[src/rtl/seq_detect_pkg.sv]
// Shared encodings and constants for the serial 1011 pattern detector.
package seq_detect_pkg;

    localparam int unsigned STATE_W   = 2;
    localparam int unsigned PATTERN_W = 4;

    localparam logic [PATTERN_W-1:0] PATTERN = 4'b1011;

    // Each state name is the length of the pattern prefix matched so far.
    typedef enum logic [STATE_W-1:0] {
        S0 = 2'd0,
        S1 = 2'd1,
        S2 = 2'd2,
        S3 = 2'd3
    } state_e;

    // Overlapping-match transition for one accepted bit.
    function automatic state_e next_state(input state_e cur, input logic bit_in);
        state_e nxt;
        nxt = S0;
        unique case (cur)
            S0: nxt = (bit_in == PATTERN[3]) ? S1 : S0;
            S1: nxt = (bit_in == PATTERN[2]) ? S2 : S1;
            S2: nxt = (bit_in == PATTERN[1]) ? S3 : S0;
            S3: nxt = (bit_in == PATTERN[0]) ? S1 : S2;
        endcase
        return nxt;
    endfunction

    // True when the accepted bit completes the pattern from the given state.
    function automatic logic completes(input state_e cur, input logic bit_in);
        return (cur == S3) && (bit_in == PATTERN[0]);
    endfunction

endpackage

[src/rtl/sat_counter.sv]
// Saturating up-counter with a sticky flag for increments attempted at full scale.
module sat_counter #(
    parameter int unsigned W = 8
) (
    input  logic         clk,
    input  logic         rst_n,
    input  logic         inc,
    input  logic         clr,
    output logic [W-1:0] cnt,
    output logic         ovf
);

    localparam logic [W-1:0] CNT_MAX = {W{1'b1}};

    logic at_max_c;

    assign at_max_c = (cnt == CNT_MAX);

    always_ff @(posedge clk or negedge rst_n) begin
        if (!rst_n) begin
            cnt <= '0;
            ovf <= 1'b0;
        end else if (clr) begin
            cnt <= '0;
            ovf <= 1'b0;
        end else if (inc) begin
            // Hold at full scale and remember that a count was lost.
            if (at_max_c) begin
                ovf <= 1'b1;
            end else begin
                cnt <= cnt + W'(1);
            end
        end
    end

endmodule

[src/rtl/seq_detect.sv]
// Serial 1011 detector with overlap, registered match pulse and saturating match count.
module seq_detect
    import seq_detect_pkg::*;
#(
    parameter int unsigned CNT_W = 8
) (
    input  logic               clk,
    input  logic               rst_n,
    input  logic               din,
    input  logic               din_valid,
    input  logic               clr,
    output logic               match,
    output logic [CNT_W-1:0]   match_cnt,
    output logic               ovf,
    output logic [STATE_W-1:0] state_o
);

    state_e state;
    state_e state_next;
    logic   detect_c;

    // State register; clr wins over any bit presented in the same cycle.
    always_ff @(posedge clk or negedge rst_n) begin
        if (!rst_n) begin
            state <= S0;
        end else if (clr) begin
            state <= S0;
        end else begin
            state <= state_next;
        end
    end

    // Next state: hold unless a qualified bit arrives.
    always_comb begin
        state_next = state;
        if (din_valid) begin
            state_next = next_state(state, din);
        end
    end

    // Detection strobe, suppressed by clr so the discarded bit neither pulses nor counts.
    always_comb begin
        detect_c = 1'b0;
        if (din_valid && !clr) begin
            detect_c = completes(state, din);
        end
    end

    always_ff @(posedge clk or negedge rst_n) begin
        if (!rst_n) begin
            match <= 1'b0;
        end else begin
            match <= detect_c;
        end
    end

    sat_counter #(
        .W(CNT_W)
    ) u_sat_counter (
        .clk  (clk),
        .rst_n(rst_n),
        .inc  (detect_c),
        .clr  (clr),
        .cnt  (match_cnt),
        .ovf  (ovf)
    );

    assign state_o = state;

endmodule

[config.mk]
export PLATFORM = sky130hd
export DESIGN_NAME = seq_detect
export DESIGN_NICKNAME = d
export VERILOG_FILES = /design/src/rtl/seq_detect_pkg.sv /design/src/rtl/sat_counter.sv /design/src/rtl/seq_detect.sv
export SDC_FILE = /design/constraint.sdc
export NUM_CORES = 1
export LEC_CHECK = 0
export ABC_AREA = 1
export CORE_MARGIN = 2
export CORE_UTILIZATION = 35
export DETAILED_ROUTE_END_ITERATION = 16
export SLEW_MARGIN = 20
export SYNTH_ARGS = -nofsm -noshare
export SYNTH_HDL_FRONTEND = slang
export SYNTH_HIERARCHICAL = 1
export SYNTH_SLANG_ARGS = --single-unit
[constraint.sdc]
create_clock -name clk -period 2.95 [get_ports clk]
set_input_delay 0.59 -clock clk [delete_from_list [all_inputs] [get_ports clk]]
set_output_delay 0.59 -clock clk [all_outputs]
set_load 0.01 [all_outputs]
==> impl_metrics.yaml, run 1 <==
run_status:
  run_status: "complete, no violations"
routing:
  drt_wl_cell_um: 11.2
  drt_pre_antenna_iters: 4
  detail-route-antenna-nets: 0
  first_iter_violations: 15
  viasPerCell: 4.50
  vias: 599
  remaining_drc_errors: 0
  wirelength_um: 1490
die:
  die-width_um: 47.4
  core.rowCount: 15
  pin_count: 17
  die-area_mm2: 0.00225
  design.core.area_mm2: 0.00175
  initial_util: 0.378
  die-height_um: 47.4
worst_setup_path:
  worst_ep_required_time_ps: 3120
  critical-path-top-delay-family: "buffers and inverters"
  r2r.worst_path.cells: 7
  regToRegStartpoint: "u_sat_counter/cnt[1]"
  path_buf_inv: 3
  reg2reg_setup_slack_ps: 1470
  critical-path-slowest-cell: "clkdlybuf4s50_1"
  timing.rr.end: "u_sat_counter/cnt[2]"
  setup.worst_path.class: "in -> reg"
  critPathMaxStageDelay_ps: 500
  worstPathArrival_ps: 2160
  worstSetupStartpointType: "input pin"
  critical_path.cell_chain: "clkdlybuf4s50_1, inv_1, nand3_1, nor2_1, inv_1, a21oi_1, nand2_1, nand2_1, nor2_1"
  cp_max_fo: 6
  worst_setup_path_end_kind: "register"
cells_and_area:
  areaGrowthSynthToFinish_pct: 34.5
  nets: 115
  diodes: 0
  final_layout_size_suffix_gt1_frac: 0.102
  nFillCells: 167
  final-instance-count-excl-fill: 133
placed_design:
  dpl.cell_count: 129
  place_hpwl_um: 1090
  gp_congestion: 0.815
  portBuffers: 16
grt:
  grt_overflow_total: 0
  global_route.usage.total: 0.162
  grt_first_pass_wirelength_um: 2500
  grt_antenna_before_repair: 0
  grt_pass1_vias: 576
  grt_max_degree: 13
pwr:
  clkPwrFrac: 0.420
  powerDensity_mw_per_mm2: 375
  switchingPower_w: 0.0000814
  leakage_nw: 0.407
  combPwrFrac: 0.076
  seq_power_share: 0.504
  cellInternalPower_w: 0.000251
  p_sw_frac: 0.244
  peakVddDrop_mv: 0.205
yosys:
  synth_cells: 88
  yosysSeqAreaShare: 0.455
  synthesis.area_um2: 661
  synthTopCellsByArea: "dfrtp_1 45%, nand2_1 17%, nand3_1 6.1%"
  syn_nets: 94
  ys_ff_latch: 12
  synth_top_area_cell: "dfrtp_1"
  post-synth-top-area-fraction: 0.455
  synth_cell_types: 20
  avgSynthCellArea_um2: 7.51
  yosys_warnings: 6
sta:
  final.setup_skew_ps: 8.52
  timing.final.crit_share: 0.673
  finalHoldViolCount: 0
  final.hold.worst_slack_ps: 520
  timing.fmax_mhz: 503
  timing.max_slew.rel_slack: 0.628
  setup_total_negative_slack_ps: 0
  count_of_final_setup_violators: 0
  worst_pin_slew_ps: 556
  final_max_slew_viol_count: 0
  rsz0062_at_grt: "no"
  layout_min_cycle_time_ps: 1990
cts:
  ctsRootBufferMaster: "clkbuf_4"
  clkLatencyLatePin_ps: 280
  post_cts_hold_buffers: 0
  tritoncts_clock_tree: "yes"
  clk_transition_reported_paths_ps: 80
  cts_setup_buffers: 0
  ctsResizeCount: 0
  clk_path_buf_depth: 2
  htreeDepth: 1
  cts_sinks: 12
  cts_inserted_buffers: 3
worst_hold_path:
  hold_path_end: "u_sat_counter/ovf"
  hold_path_startpoint: "u_sat_counter/ovf"
  hold_path_class: "reg -> reg"
  holdPathStages: 2
flow_run:
  drv_cap: 0
==> cells by family after synthesis <==
logic type                 count (synthesis)  share of synthesized area
DFF                                       12                      0.455
buffers and inverters                     11                     0.0625
adders and majority gates                  1                     0.0189
AOI/OAI and AO/OA                         10                     0.0852
xor gates and xnor gates                   1                     0.0133
and+or+nand+nor                           53                      0.366
==> area by class of cell <==
class | count | area, um2 | area share
clock buffers | 4 | 36.3 | 0.0408
inverters | 11 | 41.3 | 0.0465
multi-input cells | 65 | 319 | 0.359
flip-flops and latches | 12 | 300 | 0.338
well taps | 25 | 31.3 | 0.0352
repair buffers | 16 | 160 | 0.180
==> Yosys cell counts <==
library cell,count
inv_2,1
xor2_1,1
dfrtp_1,12
o21ai_0,2
nand2_4,1
nand4_1,1
nand3_1,8
nand3b_1,1
nor2_4,1
nor2_1,8
a21oi_1,5
ha_1,1
nand3_2,1
inv_1,10
nand2_1,30
o21ai_1,1
nor2_2,1
nand2_2,1
o21bai_1,1
o21ai_2,1
==> per-layer routing <==
metal  share of wire  wire length, um  track usage  vias to the layer above
met5               0                0            0                        -
met4          0.0054                8       0.0667                        0
met3           0.049               73       0.0377                        2
met2            0.42              622        0.249                       18
met1            0.53              784        0.221                      257
li1                -                -            -                      322
==> stage by stage <==
step / total power, W / setup WS [ps] / util / instance area (um2)
finish: 0.000333 / 964 / 0.509 / 888
global route: 0.000346 / 813 / 0.509 / 888
CTS: 0.000336 / 966 / 0.509 / 888
detailed placement: 0.000197 / 678 / 0.488 / 852
global placement: 0.000196 / 787 / 0.488 / 852
floorplan: 0.000181 / 1470 / - / 661
==> power groups by stage <==
stage               Sequential (W)  Combinational, W  Clock (W)
floorplan                 0.000171        0.00000933          0
global placement          0.000171         0.0000253          0
detailed placement        0.000171         0.0000257          0
CTS                       0.000168         0.0000257   0.000142
global route              0.000168         0.0000282   0.000150
finish                    0.000168         0.0000253   0.000140
==> worst max path at each step <==
stage	from	endpoint	slack [ps]	cells after the start
after global routing	clr	u_sat_counter/cnt[2]	810	9
after floorplan	clr	u_sat_counter/cnt[2]	1470	8
after global placement	clr	u_sat_counter/cnt[2]	790	9
after CTS	clr	u_sat_counter/cnt[2]	970	9
after detailed placement	clr	u_sat_counter/cnt[2]	680	9
final	clr	u_sat_counter/cnt[2]	960	9
==> worst min-delay path, delay by kind of cell (launching register included) <==
kind	cells	cell delay, ps
AOI/OAI and AO/OA	1	50
buffers and inverters	1	50
DFF	1	380
==> cell usage in the layout, fill, tap and decap left out, types with 2 or more instances in the layout <==
cell,instances
o21ai_0,2
nor2_1,8
clkbuf_4,3
dfrtp_1,12
clkdlybuf4s50_1,16
a21oi_1,5
nand3_1,8
inv_1,10
nand2_1,30
==> state kept, by name (all words and copies together), names as in the netlist <==
name	cells
state_o	2
match	1
u_sat_counter/ovf	1
u_sat_counter/cnt	8
Note: power is estimated with default switching activity, not from simulation.
==> run 2: changes to the inputs <==
Clock period 2.95 ns to 1.82 ns, I/O delays scaled along.
==> impl_metrics.yaml, run 2 (synthesis results as in run 1) <==
die:
  design.core.area_mm2: 0.00175
  core.rowCount: 15
  die-area_mm2: 0.00225
  die-width_um: 47.4
  pin_count: 17
  die-height_um: 47.4
  initial_util: 0.378
sta:
  timing.final.crit_share: 0.891
  setup_total_negative_slack_ps: 0
  final.setup_skew_ps: 1.75
  final_max_slew_viol_count: 0
  finalHoldViolCount: 0
  layout_min_cycle_time_ps: 1620
  timing.fmax_mhz: 616
  final.hold.worst_slack_ps: 447
  count_of_final_setup_violators: 0
  worst_pin_slew_ps: 543
  timing.max_slew.rel_slack: 0.637
  rsz0062_at_grt: "no"
grt:
  global_route.usage.total: 0.157
  grt_max_degree: 13
  grt_pass1_vias: 533
  grt_overflow_total: 0
  grt_first_pass_wirelength_um: 2410
  grt_antenna_before_repair: 0
routing:
  wirelength_um: 1350
  first_iter_violations: 6
  drt_wl_cell_um: 9.82
  viasPerCell: 4.37
  vias: 599
  remaining_drc_errors: 0
  drt_pre_antenna_iters: 3
  detail-route-antenna-nets: 0
pwr:
  leakage_nw: 0.428
  peakVddDrop_mv: 0.302
  powerDensity_mw_per_mm2: 574
cts:
  cts_sinks: 12
  post_cts_hold_buffers: 0
  clk_transition_reported_paths_ps: 80
  ctsResizeCount: 0
  ctsRootBufferMaster: "clkbuf_4"
  cts_inserted_buffers: 3
  tritoncts_clock_tree: "yes"
  clkLatencyLatePin_ps: 260
  htreeDepth: 1
  clk_path_buf_depth: 2
  cts_setup_buffers: 0
worst_setup_path:
  critical-path-slowest-cell: "clkdlybuf4s50_1"
  worstPathArrival_ps: 1260
  critPathMaxStageDelay_ps: 560
  setup.worst_path.class: "reg -> out"
  path_buf_inv: 1
  critical-path-top-delay-family: "buffers and inverters"
  worst_ep_required_time_ps: 1460
  critical_path.cell_chain: "clkdlybuf4s50_1"
  worstSetupStartpointType: "register"
  cp_max_fo: 5
  worst_setup_path_end_kind: "output pin"
cells_and_area:
  areaGrowthSynthToFinish_pct: 39.0
  commonest_non_fill_non_tap_cell_in_the_layout: "nand2_1"
  largest_register_ffs: 8
  final_layout_size_suffix_gt1_frac: 0.134
  final_cell_mix: "30 x nand2_1, 16 x clkdlybuf4s50_1, 12 x dfrtp_1, 10 x inv_1"
  nFillCells: 182
  registers.top_by_ff_count: "u_sat_counter/cnt"
  diodes: 0
  nets: 119
  final-instance-count-excl-fill: 137
placed_design:
  dpl.cell_count: 133
  place_hpwl_um: 1050
  portBuffers: 16
  gp_congestion: 0.811
run_status:
  run_status: "complete, no violations"
worst_hold_path:
  hold_path_class: "in -> async"
flow_run:
  drv_cap: 0
-- run 2: cell types whose count changed in the layout (fill, tap and decap cells not counted), sizes merged --
cell  delta
buf      +4
-- run 2: power by group --
part / switching (W) / leakage, nW / internal (W)
logic: 0.0000241 / 0.240 / 0.0000200
registers: 0.00000267 / 0.167 / 0.000269
clock network: 0.0000900 / 0.0210 / 0.000121
total: 0.000117 / 0.428 / 0.000410
-- run 2: layout make-up --
cell class	instances	area [um2]	share of cell area
Clock buffer	4	36.3	0.0395
Inverter	11	41.3	0.0450
Multi-Input combinational cell	65	319	0.347
Sequential cell	12	300	0.327
Tap cell	25	31.3	0.0341
Timing Repair Buffer	20	190	0.207
-- run 2: metrics by stage --
stage          cell area [um2]  setup WS, ps   util  power, W
2_1_floorplan              661           475      -  0.000293
3_3_place_gp               882           142  0.505  0.000321
3_5_place_dp               882           133  0.505  0.000322
4_1_cts                    918           189  0.526  0.000534
5_1_grt                    918           132  0.526  0.000551
6_report                   918           198  0.526  0.000527
-- run 2: worst paths after layout --
| check | slack (ps) | startpoint | to | cells past startpoint |
|---|---|---|---|---|
| max reg2reg | 450 | u_sat_counter/cnt[1] | u_sat_counter/cnt[3] | 8 |
| min reg2reg | 510 | u_sat_counter/ovf | u_sat_counter/ovf | 2 |
| max | 200 | u_sat_counter/cnt[3] | match_cnt[3] | 1 |
| max in group asynchronous | 1010 | rst_n | state_o[0] | 1 |
| min | 450 | rst_n | match | 1 |
| min in group clk | 510 | u_sat_counter/ovf | u_sat_counter/ovf | 2 |
-- run 2: per-layer routing --
metal | vias to the layer above | part of all wire | track usage
li1 | 327 | - | -
met1 | 261 | 0.53 | 0.230
met2 | 9 | 0.43 | 0.211
met3 | 2 | 0.034 | 0.0491
met4 | 0 | 0.0089 | 0.0667
met5 | - | 0 | 0
==> run 3: changes to the inputs <==
--- a/config.mk
+++ b/config.mk
@@ -9,5 +9,7 @@
 export CORE_MARGIN = 2
 export CORE_UTILIZATION = 35
+export CTS_CLUSTER_DIAMETER = 80
 export DETAILED_ROUTE_END_ITERATION = 16
+export RECOVER_POWER = 100
 export SLEW_MARGIN = 20
 export SYNTH_ARGS = -nofsm -noshare
==> constraint.sdc (replaced) <==
create_clock -name clk -period 1.82 [get_ports clk]
set_input_delay 0.364 -clock clk [delete_from_list [all_inputs] [get_ports clk]]
set_output_delay 0.364 -clock clk [all_outputs]
set_load 0.005 [all_outputs]
==> impl_metrics.yaml, run 3 (synthesis results as in run 1) <==
worst_setup_path:
  setup.worst_path.class: "reg -> out"
  worst_ep_required_time_ps: 1460
  worstSetupStartpointType: "register"
  cp_max_fo: 5
  critical_path.cell_chain: "dlygate4sd3_1"
  critPathMaxStageDelay_ps: 590
  worst_setup_path_end_kind: "output pin"
  reg2reg_setup_slack_ps: 410
  critical-path-top-delay-family: "buffers and inverters"
  worstPathArrival_ps: 1290
  critical-path-slowest-cell: "dlygate4sd3_1"
  path_buf_inv: 1
cells_and_area:
  commonest_non_fill_non_tap_cell_in_the_layout: "nand2_1"
  final_cell_mix: "30 x nand2_1, 14 x dlygate4sd3_1, 12 x dfrtp_1, 11 x inv_1"
  registers.top_by_ff_count: "u_sat_counter/cnt"
  nets: 119
  final_layout_size_suffix_gt1_frac: 0.0982
  areaGrowthSynthToFinish_pct: 37.3
  diodes: 0
  largest_register_ffs: 8
sta:
  layout_min_cycle_time_ps: 1650
  setup_total_negative_slack_ps: 0
  timing.max_slew.rel_slack: 0.634
  count_of_final_setup_violators: 0
  timing.fmax_mhz: 605
  rsz0062_at_grt: "no"
  timing.final.crit_share: 0.908
  final.hold.worst_slack_ps: 513
  finalHoldViolCount: 0
  final.setup_skew_ps: 1.50
  final_max_slew_viol_count: 0
  worst_pin_slew_ps: 547
pwr:
  report.power.total_w: 0.000522
  powerDensity_mw_per_mm2: 576
  peakVddDrop_mv: 0.299
  leakage_nw: 0.462
run_status:
  run_status: "complete, no violations"
routing:
  detail-route-antenna-nets: 0
  drt_pre_antenna_iters: 4
  vias: 599
  first_iter_violations: 6
  met2_layer_wire_length_in_the_routed_design_um: 575
  wl_met3_um: 52
  remaining_drc_errors: 0
  topRoutingLayerUsed: "met4"
  drt_wl_cell_um: 9.76
  wirelength_um: 1340
  wl_met1_um: 696
  viasPerCell: 4.37
grt:
  grt_pass1_vias: 533
  grt_max_degree: 13
  global_route.usage.total: 0.157
  grt_antenna_before_repair: 0
  grt_first_pass_wirelength_um: 2410
  grt_overflow_total: 0
placed_design:
  gp_congestion: 0.811
  place_hpwl_um: 1050
  portBuffers: 16
die:
  die-height_um: 47.4
  die-width_um: 47.4
  core.rowCount: 15
  design.core.area_mm2: 0.00175
  pin_count: 17
  initial_util: 0.378
  die-area_mm2: 0.00225
cts:
  tritoncts_clock_tree: "yes"
  cts_sinks: 12
  clk_transition_reported_paths_ps: 80
  clk_path_buf_depth: 2
  post_cts_hold_buffers: 0
  htreeDepth: 1
  ctsRootBufferMaster: "clkbuf_4"
  cts_setup_buffers: 0
  cts_inserted_buffers: 3
  ctsResizeCount: 0
  clkLatencyLatePin_ps: 260
flow_run:
  drv_cap: 0
worst_hold_path:
  hold_path_class: "reg -> reg"
-- run 3: cell count changes in the layout (fill, tap and decap cells not counted), sizes merged --
| cell | change |
|---|---|
| clkbuf | +2 |
| dlygate4sd3 | +14 |
| clkdlybuf4s50 | -14 |
| buf | -2 |
-- run 3: worst paths after layout --
check / depth (start not counted) / startpoint / end
min in group asynchronous: 1 / rst_n / match
hold / removal: 2 / u_sat_counter/ovf / u_sat_counter/ovf
hold reg to reg: 2 / u_sat_counter/ovf / u_sat_counter/ovf
setup / recovery: 1 / u_sat_counter/cnt[3] / match_cnt[3]
max in group asynchronous: 1 / rst_n / state_o[0]
setup reg to reg: 7 / u_sat_counter/cnt[1] / u_sat_counter/cnt[0]
-- run 3: routing by layer --
layer,vias to the layer above,track usage
met5,-,0
met4,0,0.0667
met3,2,0.0491
met2,11,0.211
met1,260,0.230
li1,326,-
-- run 3: cell type report --
class | instances | area (um2)
multi-input cells | 65 | 315
inverters | 11 | 41.3
well taps | 25 | 31.3
flip-flops and latches | 12 | 300
fillers | 187 | 838
clock buffers | 4 | 36.3
repair buffers | 20 | 183
-- run 3: power breakdown --
| part | switching, W | internal (W) |
|---|---|---|
| Combinational | 0.0000227 | 0.0000171 |
| Clock | 0.0000897 | 0.000121 |
| Sequential | 0.00000255 | 0.000269 |
| Total | 0.000115 | 0.000407 |
-- run 3: through the flow --
stage | cell area, um2 | setup slack, ps | util | std cells
final | 907 | 167 | 0.520 | 137
after global routing | 907 | 105 | 0.520 | 137
after CTS | 918 | 225 | 0.526 | 137
after detailed placement | 882 | 133 | 0.505 | 133
after global placement | 882 | 142 | 0.505 | 133
after floorplan | 661 | 504 | - | 88
